`src/rtl/rambus_arb_pkg.sv`:
```
// Shared definitions for the rambus two-master arbiter: FSM states, owner codes
// and the rambus bus geometry shared with the rambus RAM and the spell core.
package rambus_arb_pkg;

    localparam int unsigned RAMBUS_ADDR_W = 9;
    localparam int unsigned RAMBUS_DATA_W = 32;

    typedef enum logic [1:0] {
        ST_IDLE = 2'd0,
        ST_OWN0 = 2'd1,
        ST_OWN1 = 2'd2
    } arb_state_e;

    // {valid, id}
    localparam logic [1:0] OWNER_IDLE = 2'b00;
    localparam logic [1:0] OWNER_M0   = 2'b10;
    localparam logic [1:0] OWNER_M1   = 2'b11;

    function automatic logic [1:0] owner_code(input arb_state_e state);
        case (state)
            ST_OWN0: owner_code = OWNER_M0;
            ST_OWN1: owner_code = OWNER_M1;
            default: owner_code = OWNER_IDLE;
        endcase
    endfunction

endpackage

```
`src/rtl/rambus_arb_timeout.sv`:
```
// Wait-cycle counter for the current owner's strobe; expired fires on the
// TIMEOUT-th consecutive wait cycle (cnt_q holds the wait cycles before this one).
module rambus_arb_timeout #(
    parameter int unsigned TO_W    = 8,
    parameter int unsigned TIMEOUT = 255
) (
    input  logic clock,
    input  logic reset,
    input  logic en,
    input  logic clr,
    output logic expired
);

    localparam logic [TO_W-1:0] LAST_WAIT = TO_W'(TIMEOUT - 1);

    logic [TO_W-1:0] cnt_q;

    // NOTE: sequential state uses non-blocking assignments so every flop samples
    // pre-edge values regardless of statement order.
    always_ff @(posedge clock) begin
        if (reset || clr) begin
            cnt_q <= '0;
        end else if (en) begin
            cnt_q <= cnt_q + TO_W'(1);
        end
    end

    assign expired = en && (cnt_q == LAST_WAIT);

endmodule

```
`src/rtl/rambus_arbiter.sv`:
```
// Two-master Wishbone arbiter in front of the rambus RAM slave: whole-cycle
// round-robin grants, ack masking to non-owners, and hung-transfer timeout abort.
module rambus_arbiter
    import rambus_arb_pkg::*;
#(
    parameter int unsigned ADDR_W  = RAMBUS_ADDR_W,
    parameter int unsigned DATA_W  = RAMBUS_DATA_W,
    parameter int unsigned TIMEOUT = 255,
    parameter int unsigned TO_W    = 8
) (
    input  logic                clock,
    input  logic                reset,

    input  logic                m0_cyc,
    input  logic                m0_stb,
    input  logic                m0_we,
    input  logic [DATA_W/8-1:0] m0_sel,
    input  logic [ADDR_W-1:0]   m0_adr,
    input  logic [DATA_W-1:0]   m0_dat_i,
    output logic                m0_ack,
    output logic                m0_err,
    output logic [DATA_W-1:0]   m0_dat_o,

    input  logic                m1_cyc,
    input  logic                m1_stb,
    input  logic                m1_we,
    input  logic [DATA_W/8-1:0] m1_sel,
    input  logic [ADDR_W-1:0]   m1_adr,
    input  logic [DATA_W-1:0]   m1_dat_i,
    output logic                m1_ack,
    output logic                m1_err,
    output logic [DATA_W-1:0]   m1_dat_o,

    output logic                s_cyc,
    output logic                s_stb,
    output logic                s_we,
    output logic [DATA_W/8-1:0] s_sel,
    output logic [ADDR_W-1:0]   s_adr,
    output logic [DATA_W-1:0]   s_dat_o,
    input  logic                s_ack,
    input  logic [DATA_W-1:0]   s_dat_i,

    output logic [1:0]          owner,
    output logic                timeout_flag,
    input  logic                timeout_clr
);

    localparam int unsigned SEL_W = DATA_W / 8;

    arb_state_e state_q, state_d;
    logic       last_grant_q, last_grant_d;
    logic       flag_q;

    logic req0, req1;
    logic own0, own1, in_own;
    logic to_en, to_clr, expired;

    logic              own_cyc, own_stb, own_we;
    logic [SEL_W-1:0]  own_sel;
    logic [ADDR_W-1:0] own_adr;
    logic [DATA_W-1:0] own_dat;

    assign req0   = m0_cyc & m0_stb;
    assign req1   = m1_cyc & m1_stb;
    assign own0   = (state_q == ST_OWN0);
    assign own1   = (state_q == ST_OWN1);
    assign in_own = own0 | own1;

    // Current owner's request; only meaningful while in_own.
    assign own_cyc = own1 ? m1_cyc   : m0_cyc;
    assign own_stb = own1 ? m1_stb   : m0_stb;
    assign own_we  = own1 ? m1_we    : m0_we;
    assign own_sel = own1 ? m1_sel   : m0_sel;
    assign own_adr = own1 ? m1_adr   : m0_adr;
    assign own_dat = own1 ? m1_dat_i : m0_dat_i;

    // Counter runs only while the owner is waiting on the slave; any ack, strobe
    // gap, release or abort restarts it.
    assign to_en  = in_own & own_cyc & own_stb & ~s_ack;
    assign to_clr = ~to_en | expired;

    rambus_arb_timeout #(
        .TO_W    (TO_W),
        .TIMEOUT (TIMEOUT)
    ) u_timeout (
        .clock   (clock),
        .reset   (reset),
        .en      (to_en),
        .clr     (to_clr),
        .expired (expired)
    );

    always_ff @(posedge clock) begin
        if (reset) begin
            state_q      <= ST_IDLE;
            last_grant_q <= 1'b1;
            flag_q       <= 1'b0;
        end else begin
            state_q      <= state_d;
            last_grant_q <= last_grant_d;
            if (expired) begin
                flag_q <= 1'b1;
            end else if (timeout_clr) begin
                flag_q <= 1'b0;
            end
        end
    end

    // NOTE: every signal driven here gets a default first, so no path through the
    // case can leave one unassigned and infer a latch.
    always_comb begin
        state_d      = state_q;
        last_grant_d = last_grant_q;
        s_cyc        = 1'b0;
        s_stb        = 1'b0;
        s_we         = 1'b0;
        s_sel        = '0;
        s_adr        = '0;
        s_dat_o      = '0;
        m0_ack       = 1'b0;
        m1_ack       = 1'b0;
        m0_err       = 1'b0;
        m1_err       = 1'b0;

        case (state_q)
            ST_IDLE: begin
                if (req0 && req1) begin
                    if (last_grant_q) begin
                        state_d      = ST_OWN0;
                        last_grant_d = 1'b0;
                    end else begin
                        state_d      = ST_OWN1;
                        last_grant_d = 1'b1;
                    end
                end else if (req0) begin
                    state_d      = ST_OWN0;
                    last_grant_d = 1'b0;
                end else if (req1) begin
                    state_d      = ST_OWN1;
                    last_grant_d = 1'b1;
                end
            end

            ST_OWN0, ST_OWN1: begin
                s_cyc   = own_cyc & ~expired;
                s_stb   = own_cyc & own_stb & ~expired;
                s_we    = own_we;
                s_sel   = own_sel;
                s_adr   = own_adr;
                s_dat_o = own_dat;
                if (own1) begin
                    m1_ack = s_ack & own_cyc & own_stb;
                    m1_err = expired;
                end else begin
                    m0_ack = s_ack & own_cyc & own_stb;
                    m0_err = expired;
                end
                // Leaving through IDLE guarantees s_cyc low for at least one cycle.
                if (!own_cyc || expired) begin
                    state_d = ST_IDLE;
                end
            end

            default: state_d = ST_IDLE;
        endcase

        if (reset) begin
            s_cyc   = 1'b0;
            s_stb   = 1'b0;
            s_we    = 1'b0;
            s_sel   = '0;
            s_adr   = '0;
            s_dat_o = '0;
            m0_ack  = 1'b0;
            m1_ack  = 1'b0;
            m0_err  = 1'b0;
            m1_err  = 1'b0;
        end
    end

    assign owner        = reset ? OWNER_IDLE : owner_code(state_q);
    assign timeout_flag = flag_q & ~reset;
    assign m0_dat_o     = reset ? '0 : s_dat_i;
    assign m1_dat_o     = reset ? '0 : s_dat_i;

endmodule

```
`config.mk`:
```
export PLATFORM = sky130hd
export DESIGN_NAME = rambus_arbiter
export DESIGN_NICKNAME = d
export VERILOG_FILES = /design/src/rtl/rambus_arb_pkg.sv /design/src/rtl/rambus_arb_timeout.sv /design/src/rtl/rambus_arbiter.sv
export SDC_FILE = /design/constraint.sdc
export NUM_CORES = 1
export LEC_CHECK = 0
export BUFFER_PORTS_ARGS = -buffer_cell sky130_fd_sc_hd__buf_4
export CORE_AREA = 2 2 97 99
export CTS_CLUSTER_SIZE = 40
export DETAILED_ROUTE_END_ITERATION = 10
export DIE_AREA = 0 0 99 101
export PLACE_DENSITY = 0.66
export SYNTH_ARGS = -nofsm -noshare
export SYNTH_HDL_FRONTEND = slang
export SYNTH_SLANG_ARGS = --single-unit
```
`constraint.sdc`:
```
create_clock -name clock -period 1.4 [get_ports clock]
set_input_delay 0.21 -clock clock [delete_from_list [all_inputs] [get_ports clock]]
set_output_delay 0.21 -clock clock [all_outputs]
set_load 0.01 [all_outputs]
```
# --- Word level (Yosys, flattened, before mapping) ---
# Cells that the tools add are included.
word_totals:
  register_bits: 12
  in_bits: 132
  output_inout_bits: 119
  word_cells: 83
classes:
  add_sub_neg: 1
  eq_ne: 5
  n_mux: 45
  bitwise_logic: 17
  reduce_logical: 11
op_table:
  columns: ["op", "count"]
  rows:
  - ["two-way mux 32 bit", 4]
  - ["two-way mux 1 bit", 27]
  - ["two-way mux 9 bit", 3]
  - ["two-way mux 2 bit", 6]
  - ["two-way mux 4 bit", 3]
  - ["AND 1 bit", 11]
  - ["adder 8 x 1 -> 8 bit (second input constant)", 1]
  - ["equality test 8 bit (second input constant)", 1]
  - ["one-hot mux 2 bit (2 select lines)", 2]
  - ["!= test 4 bit (second input constant)", 1]
  - ["inverter 1 bit", 4]
  - ["AND reduction 2 bit", 2]
  - ["nonzero test 3 bit", 1]
  - ["equality test 2 x 1 -> 1 bit (second input constant)", 1]
  - ["equality test 2 bit (second input constant)", 1]
  - ["logical AND 1 bit", 2]
  - ["logical NOT 2 bit", 1]
  - ["logical OR 1 bit", 2]
  - ["!= test 2 bit (second input constant)", 1]
  - ["OR 1 bit", 2]
  - ["nonzero test 2 bit", 1]
  - ["OR reduction 2 bit", 1]
  - ["logical NOT 1 bit", 1]

# --- Logic depth before layout (Yosys ltp) ---
# Gate-level depths: netlist of the first run.
depth:
  depth_word: 10
  mapped_depth: 7
  ltp_nobuf: 6

# --- By module ---
# From an unflattened synthesis of the first run, not the netlist that was laid out.
unflattened:
  cells_unflattened: 259
  area_unflattened_um2: 1915.6
modules_own_cells:
  columns: ["mod", "n_inst", "cells_each", "area_each_um2", "seq_area_each_um2"]
  rows:
  - ["rambus_arbiter", 1, 217, 1546.5, 80.1]
  - ["rambus_arb_timeout", 1, 42, 369.1, 160.2]

# --- Worst setup path after synthesis of the first run ---
# No wires, ideal clock.
synth_path:
  path_type: "flip-flop to output port"
  from: "register state_q[1]"
  to: "output s_stb"
  arrival_ps: 1617
  required_time_ps: 1190
  slack_ps: -427
  stages_incl_launch_ff: 7
  n_path_buf: 2
  cell_sequence: "dfxtp_1 -> inv_1 -> ha_1 -> nand2b_1 -> clkbuf_1 -> clkbuf_1 -> nor4_1"
synth_between:
  elab_chain_cells: 10
  elab_cells_between_ends: 15
  cone_classes: "eq/ne: 2; mux: 4; bitwise: 7; reduce/logical: 2"
synth_lines:
  columns: ["element", "line", "source"]
  rows:
  - ["start: declaration", "rambus_arbiter.sv:50", "arb_state_e state_q, state_d;"]
  - ["start signal: assignment", "rambus_arbiter.sv:99", "state_q <= state_d;"]
  - ["equality test 2 x 1 -> 1 bit / equality test 2 bit (equally long branches)", "rambus_arbiter.sv:65, rambus_arbiter.sv:125, rambus_arbiter.sv:66", null]
  - ["OR 1 bit / two-way mux 1 bit (equally long branches)", "rambus_arbiter.sv:67, rambus_arbiter.sv:70", null]
  - ["AND 1 bit (3 in a row)", "rambus_arbiter.sv:79", "assign to_en = in_own & own_cyc & own_stb & ~s_ack;"]
  - ["logical AND 1 bit", "rambus_arb_timeout.sv:28", "assign expired = en && (cnt_q == LAST_WAIT);"]
  - ["inverter 1 bit", "rambus_arbiter.sv:146", "s_stb = own_cyc & own_stb & ~expired;"]
  - ["AND 1 bit", "rambus_arbiter.sv:146", null]
  - ["two-way mux 1 bit (*)", "rambus_arbiter.sv:125", "case (state_q)"]
  - ["two-way mux 1 bit (*)", "rambus_arbiter.sv:167", "if (reset) begin"]
  - ["end: declaration", "rambus_arbiter.sv:35", "output logic s_stb,"]
# Mark *: on every way between the ends. The rest lies on a longest branch, timed or not.

# --- Worst setup path after layout of the first run ---
layout_path:
  from: "register state_q[0]"
  to: "register u_timeout.cnt_q[5]"
layout_between:
  elab_chain_cells: 8
  elab_cells_between_ends: 12
  cone_classes: "eq/ne: 2; mux: 2; bitwise: 6; reduce/logical: 2"
layout_lines:
  columns: ["element", "line", "source"]
  rows:
  - ["equality test 2 x 1 -> 1 bit / equality test 2 bit (equally long branches)", "rambus_arbiter.sv:65, rambus_arbiter.sv:66", null]
  - ["OR 1 bit / two-way mux 1 bit (equally long branches)", "rambus_arbiter.sv:67, rambus_arbiter.sv:70", null]
  - ["AND 1 bit", "rambus_arbiter.sv:79", null]
  - ["AND 1 bit (*) (2 in a row)", "rambus_arbiter.sv:79", null]
  - ["logical AND 1 bit / inverter 1 bit (equally long branches)", "rambus_arb_timeout.sv:28, rambus_arbiter.sv:80", null]
  - ["OR 1 bit", "rambus_arbiter.sv:80", "assign to_clr = ~to_en | expired;"]
  - ["logical OR 1 bit", "rambus_arb_timeout.sv:21", "if (reset || clr) begin"]
  - ["end signal: assignment", "rambus_arb_timeout.sv:24", "cnt_q <= cnt_q + TO_W'(1);"]
  - ["end: declaration", "rambus_arb_timeout.sv:16", "logic [TO_W-1:0] cnt_q;"]
# Marks and branches as above.
# A chain may end at the register's enable or synchronous reset.

==> impl_metrics.yaml, run 1 <==
synthesis:
  synthSimpleGateAreaFrac: 0.326
  synth-compound-area-share: 0.0630
  mappedNetlistArea_sq_mm: 0.00191
  syn-num-nets: 393
  ys_seq_area_frac: 0.126
  postSynthCellCount: 256
  synthFlopType: "dfxtp_1"
  synth.area.mux_share: 0.252
  synth_edf_count: 0
  yosysWarnings: 0
  netlist-cell-type-count: 31
  synth_xor_xnor_area_share: 0.0276
  synth-seq-cells: 12
  synth_fa_ha_area_frac: 0.0328
  synth_top_family_by_area: "simple AND/OR/NAND/NOR gates"
  ys_async_sr_fraction: 0
  syn_avg_cell_area_sq_um: 7.44
clock_network:
  cts_buffers: 3
  cts_hold_buf: 0
  cts_tree: "yes"
  clk_pin_slew_ns: 0.05
  cts.sinks: 12
  htreeDepth: 1
  clkLatencyLatePin_ns: 0.24
  clockBufferDepth: 2
  cts_root_buf: "clkbuf_8"
die:
  initial_core_util: 0.212
  design.core.area_sq_mm: 0.00898
  fp-row-count: 35
  die_x_um: 99
  io_pins: 251
  die-area_sq_mm: 0.0100
  fp.dieH_um: 101
setup_path:
  r2r_setup_slack_ns: -0.46
  cp-end-kind: "flip-flop"
  rr_worst_depth: 9
  arrival_ns: 2.00
  path_class: "reg -> reg"
  worstSetupStartpoint: "state_q[0]$_SDFFE_PP0P_"
  critical_path.startpoint_type: "flip-flop"
  required_ns: 1.53
  r2r_start: "state_q[0]$_SDFFE_PP0P_"
  crit_fanout: 4
power:
  seq_power_share: 0.162
  pwr-share-comb: 0.665
  switchingPower_w: 0.000763
  clock_power_share: 0.172
  power_density_mw_per_mm2: 469
  worst_ir_drop_vdd_mv: 0.317
  p_int_w: 0.00145
  p_sw_frac: 0.344
  p_leak_nw: 2.14
routing:
  drt_iter0_drc: 45
  ant_nets: 0
  wl_mm: 9.03
  drc: 0
  drt-vias-per-instance: 4.39
  vias: 2760
  dr.pass1.iters: 4
  wl_per_cell_um: 14.4
timing:
  whs_ns: 0.246
  post-route-period-util: 1.33
  timing.final.max_slew_violations: 0
  setup_viol: 65
  tightest_slew_ns: 0.341
  totalNegativeSetupSlack_ns: -24.64
  period_needed_ns: 1.86
  fmax_mhz: 537
  timing.final.hold_violations: 0
  worst_slack_ns: -0.462
  rsz0062_at_grt: "true"
  timing.slew.headroom: 0.766
  finClkSkew_ns: 0.00145
cells_and_area:
  stdcell_count: 628
  fin_nets: 655
  num_antenna_cells: 0
  final_common_cell: "buf_4"
  drive_above_1_share: 0.793
  final_core_util: 0.527
  syn2layout_area_growth_pct: 148
  layout_common_cells: "267 x buf_4, 41 x nor2_2, 34 x nor2b_1, 32 x mux2i_1, 31 x buf_6"
place:
  placed_cells: 606
  place_congestion: 0.927
  port_buffers: 250
  dp_hpwl_mm: 7.11
global_route:
  grt_pass1_wl_mm: 12.6
  antenna_found_initial: 0
  grt_pass1_vias: 2691
  gr-total-overflow: 0
  grt_max_degree: 34
  grt_use_total: 0.152
flow_run:
  maxCapViolations: 0
status:
  status: "finished, violations left"
  violations: "negative setup slack"
worst_hold_path:
  hold_depth: 3
  hold_path.class: "in -> reg"
  min_from: "timeout_clr"
-- layout make-up --
class                      instances  area, sq um
clock buffer                       4         55.1
fill                             830         4250
inverter                           4         17.5
multi-input combinational        193         1800
sequential                        12          245
tap                              111          139
timing repair buffer             304         2470
-- cell usage after synthesis, drive strengths merged, types with 3 or more instances --
cell type  count  area [sq um]
nor2          56           210
mux2i         48           480
buf           38           277
nor2b         35           219
dfxtp         12           240
clkbuf        10          37.5
nand2          8          30.0
nand3          7          35.0
ha             5          62.6
xnor2          5          43.8
inv            4          15.0
a211oi         3          27.5
nand4          3          18.8
nor3           3          15.0
-- final timing paths --
check,to
worst max-delay path,u_timeout.cnt_q[5]$_SDFFE_PP0P_
worst min-delay path,flag_q$_SDFFE_PP0P_
worst max register to register,u_timeout.cnt_q[5]$_SDFFE_PP0P_
worst min register to register,flag_q$_SDFFE_PP0P_
-- worst max-delay path, stage by stage, from the launching register on --
cell	delay (ns)
dfxtp_2	0.34
inv_2	0.05
buf_6	0.11
ha_4	0.31
buf_6	0.11
nand4_1	0.16
buf_4	0.20
a211oi_4	0.25
xnor2_2	0.17
nor2_4	0.05
-- per-layer routing --
metal / wire [um] / share of wire / vias up / global-route usage
li1: - / - / 1352 / -
met1: 3100 / 0.34 / 1246 / 0.172
met2: 5060 / 0.56 / 144 / 0.294
met3: 696 / 0.077 / 18 / 0.0305
met4: 170 / 0.019 / 0 / 0.0263
met5: 0 / 0 / - / 0
-- power groups by stage --
stage	Sequential [W]	Clock [W]	Combinational, W
after floorplan	0.000366	0	0.000642
after global placement	0.000367	0	0.00127
after detailed placement	0.000367	0	0.00129
after CTS	0.000360	0.000385	0.00137
after global routing	0.000361	0.000398	0.00158
final	0.000360	0.000382	0.00147
-- logic make-up after synthesis --
| group | Yosys count |
|---|---|
| DFF | 12 |
| muxes | 48 |
| xor gates and xnor gates | 6 |
| buffers and inverters | 52 |
| adders and majority gates | 5 |
| and+or+nand+nor | 120 |
| AOI/OAI and AO/OA | 13 |
-- state kept, by name (all words and copies together) (netlist names) --
name,cells
flag_q,1
last_grant_q,1
state_q,2
u_timeout.cnt_q,8
-- timing repair --
item	in CTS	in global routing
buffers inserted	8	10
cloned	1	2
gates resized for setup	36	49
pin swaps	8	20
endpoints found under the setup margin	65	65
-- metrics by stage --
| step | setup WS, ns | area (sq um) | power [W] |
|---|---|---|---|
| final | -0.462 | 4730 | 0.00222 |
| after global routing | -0.523 | 4730 | 0.00234 |
| after CTS | -0.441 | 4440 | 0.00212 |
| after detailed placement | -0.208 | 4170 | 0.00166 |
| after global placement | -0.194 | 4170 | 0.00164 |
| after floorplan | -0.186 | 2170 | 0.00101 |
No activity file was read; power rests on OpenSTA's default activity.
==> run 2: changes to the inputs <==
--- a/config.mk
+++ b/config.mk
@@ -6,11 +6,13 @@
 export NUM_CORES = 1
 export LEC_CHECK = 0
 export BUFFER_PORTS_ARGS = -buffer_cell sky130_fd_sc_hd__buf_4
-export CORE_AREA = 2 2 97 99
+export CELL_PAD_IN_SITES_DETAIL_PLACEMENT = 0
+export CELL_PAD_IN_SITES_GLOBAL_PLACEMENT = 2
+export CORE_MARGIN = 5
+export CORE_UTILIZATION = 12
 export CTS_CLUSTER_SIZE = 40
 export DETAILED_ROUTE_END_ITERATION = 10
-export DIE_AREA = 0 0 99 101
-export PLACE_DENSITY = 0.66
+export PLACE_DENSITY = 0.81
 export SYNTH_ARGS = -nofsm -noshare
 export SYNTH_HDL_FRONTEND = slang
 export SYNTH_SLANG_ARGS = --single-unit
==> run 2 against run 1 <==
  * The flow still finishes with violations (negative setup slack)
  * Sequential power about the same
  * Critical path depth decreased by 2
  * Die area increased by 85%
  * Clock skew increased by 0.0013 ns
  * Sequential share of layout area increased by 0.075 points
  * Combinational power decreased by 4%
  * Cell area decreased by 1.4%
  * Fmax decreased by 0.34%
  * Cell count increased by 15%
  * Routed wire length increased by 9.5%
  * Non-clock buffer count decreased by 11
  * Critical endpoint is now s_cyc
  * Largest cell class unchanged
  * Largest power group unchanged
==> impl_metrics.yaml, run 2 (synthesis gave the netlist of run 1 again) <==
worst_hold_path:
  hold_path.class: "in -> reg"
  min_from: "timeout_clr"
die:
  initial_core_util: 0.121
  fp-row-count: 46
  fp.dieH_um: 136
  die_x_um: 136
  design.core.area_sq_mm: 0.0157
  io_pins: 251
  die-area_sq_mm: 0.0185
power:
  p_int_w: 0.00159
  p_leak_nw: 2.08
  p_sw_frac: 0.323
  power_density_mw_per_mm2: 504
  clock_power_share: 0.245
  pwr-share-comb: 0.601
  switchingPower_w: 0.000759
  seq_power_share: 0.155
  worst_ir_drop_vdd_mv: 0.411
global_route:
  grt_use_total: 0.0920
  grt_max_degree: 37
  grt_pass1_wl_mm: 14.0
  gr-total-overflow: 0
  antenna_found_initial: 0
  grt_pass1_vias: 2730
cells_and_area:
  num_antenna_cells: 0
  final_common_cell: "buf_4"
  layout_common_cells: "270 x buf_4, 46 x nor2_2, 42 x mux2i_1, 35 x nor2b_1, 17 x buf_6"
  largest_reg_flops: 8
  fillCellCount: 1665
  stdcell_count: 722
  reg_top3: "u_timeout.cnt_q (8), state_q (2)"
  drive_above_1_share: 0.757
  final_core_util: 0.297
  final_area_sq_mm: 0.00466
  regMostFlops: "u_timeout.cnt_q"
  fin_nets: 644
  syn2layout_area_growth_pct: 145
routing:
  drt-vias-per-instance: 3.72
  vias: 2689
  met2_length_mm: 5.08
  wl_met3_um: 975
  routed.top_layer: "met4"
  dr.pass1.iters: 4
  drc: 0
  wl_mm: 9.89
  wl_per_cell_um: 13.7
  ant_nets: 0
  drt_iter0_drc: 53
  drt-met1-wl_mm: 3.71
clock_network:
  cts_buffers: 3
  clkLatencyLatePin_ns: 0.24
  cts_root_buf: "clkbuf_16"
  clockBufferDepth: 2
  htreeDepth: 1
  clk_pin_slew_ns: 0.04
  cts_tree: "yes"
  cts.sinks: 12
timing:
  timing.slew.headroom: 0.768
  finClkSkew_ns: 0.00272
  tightest_slew_ns: 0.338
  post-route-period-util: 1.33
  whs_ns: 0.305
  timing.final.hold_violations: 0
  worst_slack_ns: -0.468
  fmax_mhz: 535
  timing.final.max_slew_violations: 0
  period_needed_ns: 1.87
  totalNegativeSetupSlack_ns: -22.50
  rsz0062_at_grt: "true"
  setup_viol: 63
place:
  dp_hpwl_mm: 7.98
  placed_cell_area_sq_mm: 0.00423
  placed_cells: 702
  place_congestion: 0.766
  port_buffers: 250
setup_path:
  required_ns: 1.19
  path_class: "reg -> out"
  crit_fanout: 6
  critical_path.startpoint_type: "flip-flop"
  worstSetupStartpoint: "state_q[0]$_SDFFE_PP0P_"
  r2r_start: "state_q[0]$_SDFFE_PP0P_"
  cp-end-kind: "output pin"
  arrival_ns: 1.66
flow_run:
  maxCapViolations: 0
status:
  status: "finished, violations left"
  violations: "negative setup slack"
## run 2: cell types whose count changed in the layout (fill, tap and decap cells not counted), sizes merged
cell    delta
buf       -10
clkbuf     -1
## run 2: layout make-up
type / instances / area, sq um / share of cell area
sequential: 12 / 245 / 0.0526
timing repair buffer: 293 / 2350 / 0.504
multi-input combinational: 193 / 1690 / 0.362
tap: 216 / 270 / 0.0580
inverter: 4 / 22.5 / 0.00483
clock buffer: 4 / 88.8 / 0.0191
## run 2: through the flow
step	setup WS [ns]	total power, W
2_1_floorplan	-0.186	0.00101
3_3_place_gp	-0.216	0.00162
3_5_place_dp	-0.245	0.00164
4_1_cts	-0.478	0.00236
5_1_grt	-0.527	0.00249
6_report	-0.468	0.00235
## run 2: what timing repair did
| item | 4_1_cts | 5_1_grt |
|---|---|---|
| pin swaps | 9 | 9 |
| hold buffers | 0 | 0 |
| gates cloned | 3 | 0 |
| gates resized for setup | 29 | 22 |
| setup buffers | 10 | 7 |
| endpoints found under the setup margin | 64 | 65 |
## run 2: worst paths after layout
check,end,slack (ns),cells past startpoint
worst min register to register,state_q[0]$_SDFFE_PP0P_,0.49,1
worst max-delay path,s_cyc,-0.47,7
worst max register to register,state_q[1]$_SDFFE_PP0P_,-0.32,8
worst min-delay path,flag_q$_SDFFE_PP0P_,0.31,3
## run 2: critical path, cell delays in order (launching register included)
cell	delay, ns
dfxtp_2	0.35
inv_4	0.05
ha_4	0.19
nand4bb_4	0.24
a211oi_4	0.28
buf_6	0.15
nor3_4	0.04
buf_6	0.11
## run 2: metal layers
| metal | up-vias | GRT usage |
|---|---|---|
| met5 | - | 0 |
| met2 | 138 | 0.172 |
| met1 | 1211 | 0.107 |
| met3 | 10 | 0.0252 |
| li1 | 1330 | - |
| met4 | 0 | 0.0123 |
## run 2: power by group through the flow
stage | clock, W | sequential (W) | combinational (W)
detailed placement | 0 | 0.000367 | 0.00127
global route | 0.000614 | 0.000363 | 0.00151
global placement | 0 | 0.000367 | 0.00125
CTS | 0.000600 | 0.000362 | 0.00139
finish | 0.000574 | 0.000363 | 0.00141
floorplan | 0 | 0.000366 | 0.000642
==> run 3: changes to the inputs <==
--- a/config.mk
+++ b/config.mk
@@ -10,6 +10,7 @@
 export CELL_PAD_IN_SITES_GLOBAL_PLACEMENT = 2
 export CORE_MARGIN = 5
 export CORE_UTILIZATION = 12
+export CTS_BUF_LIST = sky130_fd_sc_hd__clkbuf_8
 export CTS_CLUSTER_SIZE = 40
 export DETAILED_ROUTE_END_ITERATION = 10
 export PLACE_DENSITY = 0.81
==> run 3 against run 2 <==
  * The run still ends with negative setup slack left
  * Count of clock-buffer cells in the layout unchanged
  * Sequential share of layout area rose by 0.11 points
  * Sequential power about the same
  * First-iteration DRC count increased by 7.5%
  * Critical path depth is 1 lower
  * Flip-flop and latch count stayed put
  * Register-to-register slack got worse by 0.09 ns
  * Cell count shrank 0.14%
  * Routed wire length shrank 1.9%
  * Fmax down 0.58%
  * Critical path type unchanged
  * Critical endpoint is now s_stb
  * Largest cell class unchanged
  * Largest power group unchanged
==> impl_metrics.yaml, run 3 (synthesis gave the netlist of run 1 again) <==
global_route:
  grt_max_degree: 37
  grt_pass1_wl_mm: 14.0
  gr-total-overflow: 0
  grt_pass1_vias: 2739
  antenna_found_initial: 0
  grt_use_total: 0.0923
worst_hold_path:
  min_from: "timeout_clr"
  hold_path.class: "in -> reg"
  holdPathEnd: "flag_q$_SDFFE_PP0P_"
  hold_depth: 3
cells_and_area:
  largest_reg_flops: 8
  fin_nets: 643
  final_area_sq_mm: 0.00456
  drive_above_1_share: 0.743
  reg_top3: "u_timeout.cnt_q (8), state_q (2)"
  layout_common_cells: "273 x buf_4, 44 x nor2_2, 42 x mux2i_1, 35 x nor2b_1, 14 x buf_6"
  final_core_util: 0.290
  regMostFlops: "u_timeout.cnt_q"
  num_antenna_cells: 0
  syn2layout_area_growth_pct: 140
  final_common_cell: "buf_4"
clock_network:
  cts_hold_buf: 0
  clk_pin_slew_ns: 0.05
  clkLatencyLatePin_ns: 0.24
  htreeDepth: 1
  cts.sinks: 12
  cts_root_buf: "clkbuf_8"
  clockBufferDepth: 2
  cts_buffers: 3
  cts_tree: "yes"
power:
  switchingPower_w: 0.000734
  seq_power_share: 0.169
  worst_ir_drop_vdd_mv: 0.346
  pwr-share-comb: 0.654
  p_leak_nw: 2.05
  p_int_w: 0.00140
  p_sw_frac: 0.344
  clock_power_share: 0.177
  power_density_mw_per_mm2: 467
status:
  violations: "negative setup slack"
  status: "finished, violations left"
setup_path:
  arrival_ns: 1.67
  required_ns: 1.19
  path_class: "reg -> out"
  cp-end-kind: "output pin"
  rr_worst_depth: 9
  r2r_end: "u_timeout.cnt_q[7]$_SDFFE_PP0P_"
  r2r_start: "state_q[0]$_SDFFE_PP0P_"
  critical_path.startpoint_type: "flip-flop"
  r2r_setup_slack_ns: -0.41
  crit_fanout: 6
timing:
  worst_slack_ns: -0.479
  finClkSkew_ns: 0.00247
  timing.slew.headroom: 0.766
  tightest_slew_ns: 0.342
  post-route-period-util: 1.34
  fmax_mhz: 532
  period_needed_ns: 1.88
  timing.final.hold_violations: 0
  rsz0062_at_grt: "true"
  whs_ns: 0.279
  setup_viol: 64
  timing.final.max_slew_violations: 0
die:
  design.core.area_sq_mm: 0.0157
  fp.dieH_um: 136
  initial_core_util: 0.121
  io_pins: 251
  die-area_sq_mm: 0.0185
  die_x_um: 136
  fp-row-count: 46
routing:
  drc: 0
  drt-vias-per-instance: 3.70
  dr.pass1.iters: 4
  ant_nets: 0
  wl_per_cell_um: 13.5
  wl_mm: 9.70
  vias: 2666
  drt_iter0_drc: 57
place:
  port_buffers: 250
  placed_cell_area_sq_mm: 0.00423
  place_congestion: 0.766
  dp_hpwl_mm: 7.98
flow_run:
  maxCapViolations: 0
[run 3: changes by cell type in the layout (fill, tap and decap cells not counted), sizes merged]
cell  delta
buf      -1
[run 3: cell type report]
cell class | count | area (sq um)
Tap cell | 216 | 270
Sequential cell | 12 | 245
Fill cell | 1664 | 11100
Timing Repair Buffer | 292 | 2320
Clock buffer | 4 | 55.1
Inverter | 4 | 22.5
Multi-Input combinational cell | 193 | 1650
[run 3: metal layers]
layer  GRT usage  share of wire
met5           0              0
met4      0.0123         0.0098
met1       0.107           0.38
met2       0.173           0.51
met3      0.0252           0.10
[run 3: worst max-delay path: stages, from the launching register on]
cell       delay [ns]
dfxtp_2          0.35
inv_4            0.05
ha_4             0.19
nand4bb_4        0.23
a211oi_4         0.36
nor4_2           0.09
buf_4            0.15
[run 3: stage by stage]
step	setup WS [ns]	power (W)	TNS, ns	instances
6_report	-0.479	0.00213	-23.56	721
5_1_grt	-0.532	0.00227	-28.09	721
4_1_cts	-0.486	0.00215	-24.54	719
3_5_place_dp	-0.245	0.00164	-11.35	702
3_3_place_gp	-0.216	0.00162	-10.17	702
2_1_floorplan	-0.186	0.00101	-4.00	256
[run 3: how the worst max path moves through the flow]
stage / startpoint / slack, ns / end
6_report: state_q[0]$_SDFFE_PP0P_ / -0.48 / s_stb
3_3_place_gp: state_q[0]$_SDFFE_PP0P_ / -0.22 / s_stb
4_1_cts: state_q[0]$_SDFFE_PP0P_ / -0.49 / s_stb
5_1_grt: state_q[0]$_SDFFE_PP0P_ / -0.53 / s_stb
3_5_place_dp: state_q[0]$_SDFFE_PP0P_ / -0.25 / s_stb
2_1_floorplan: state_q[0]$_SDFFE_PP0P_ / -0.19 / state_q[0]$_SDFFE_PP0P_
[run 3: what timing repair did]
action,CTS,global route
buffers inserted,10,3
setup endpoints to repair,64,65
pin swaps,9,6
gates resized for setup,29,6
gates cloned,3,0
[run 3: power by group through the flow]
stage	combinational, W	sequential, W	clock (W)
global route	0.00150	0.000362	0.000406
detailed placement	0.00127	0.000367	0
CTS	0.00139	0.000361	0.000393
floorplan	0.000642	0.000366	0
global placement	0.00125	0.000367	0
finish	0.00140	0.000361	0.000377
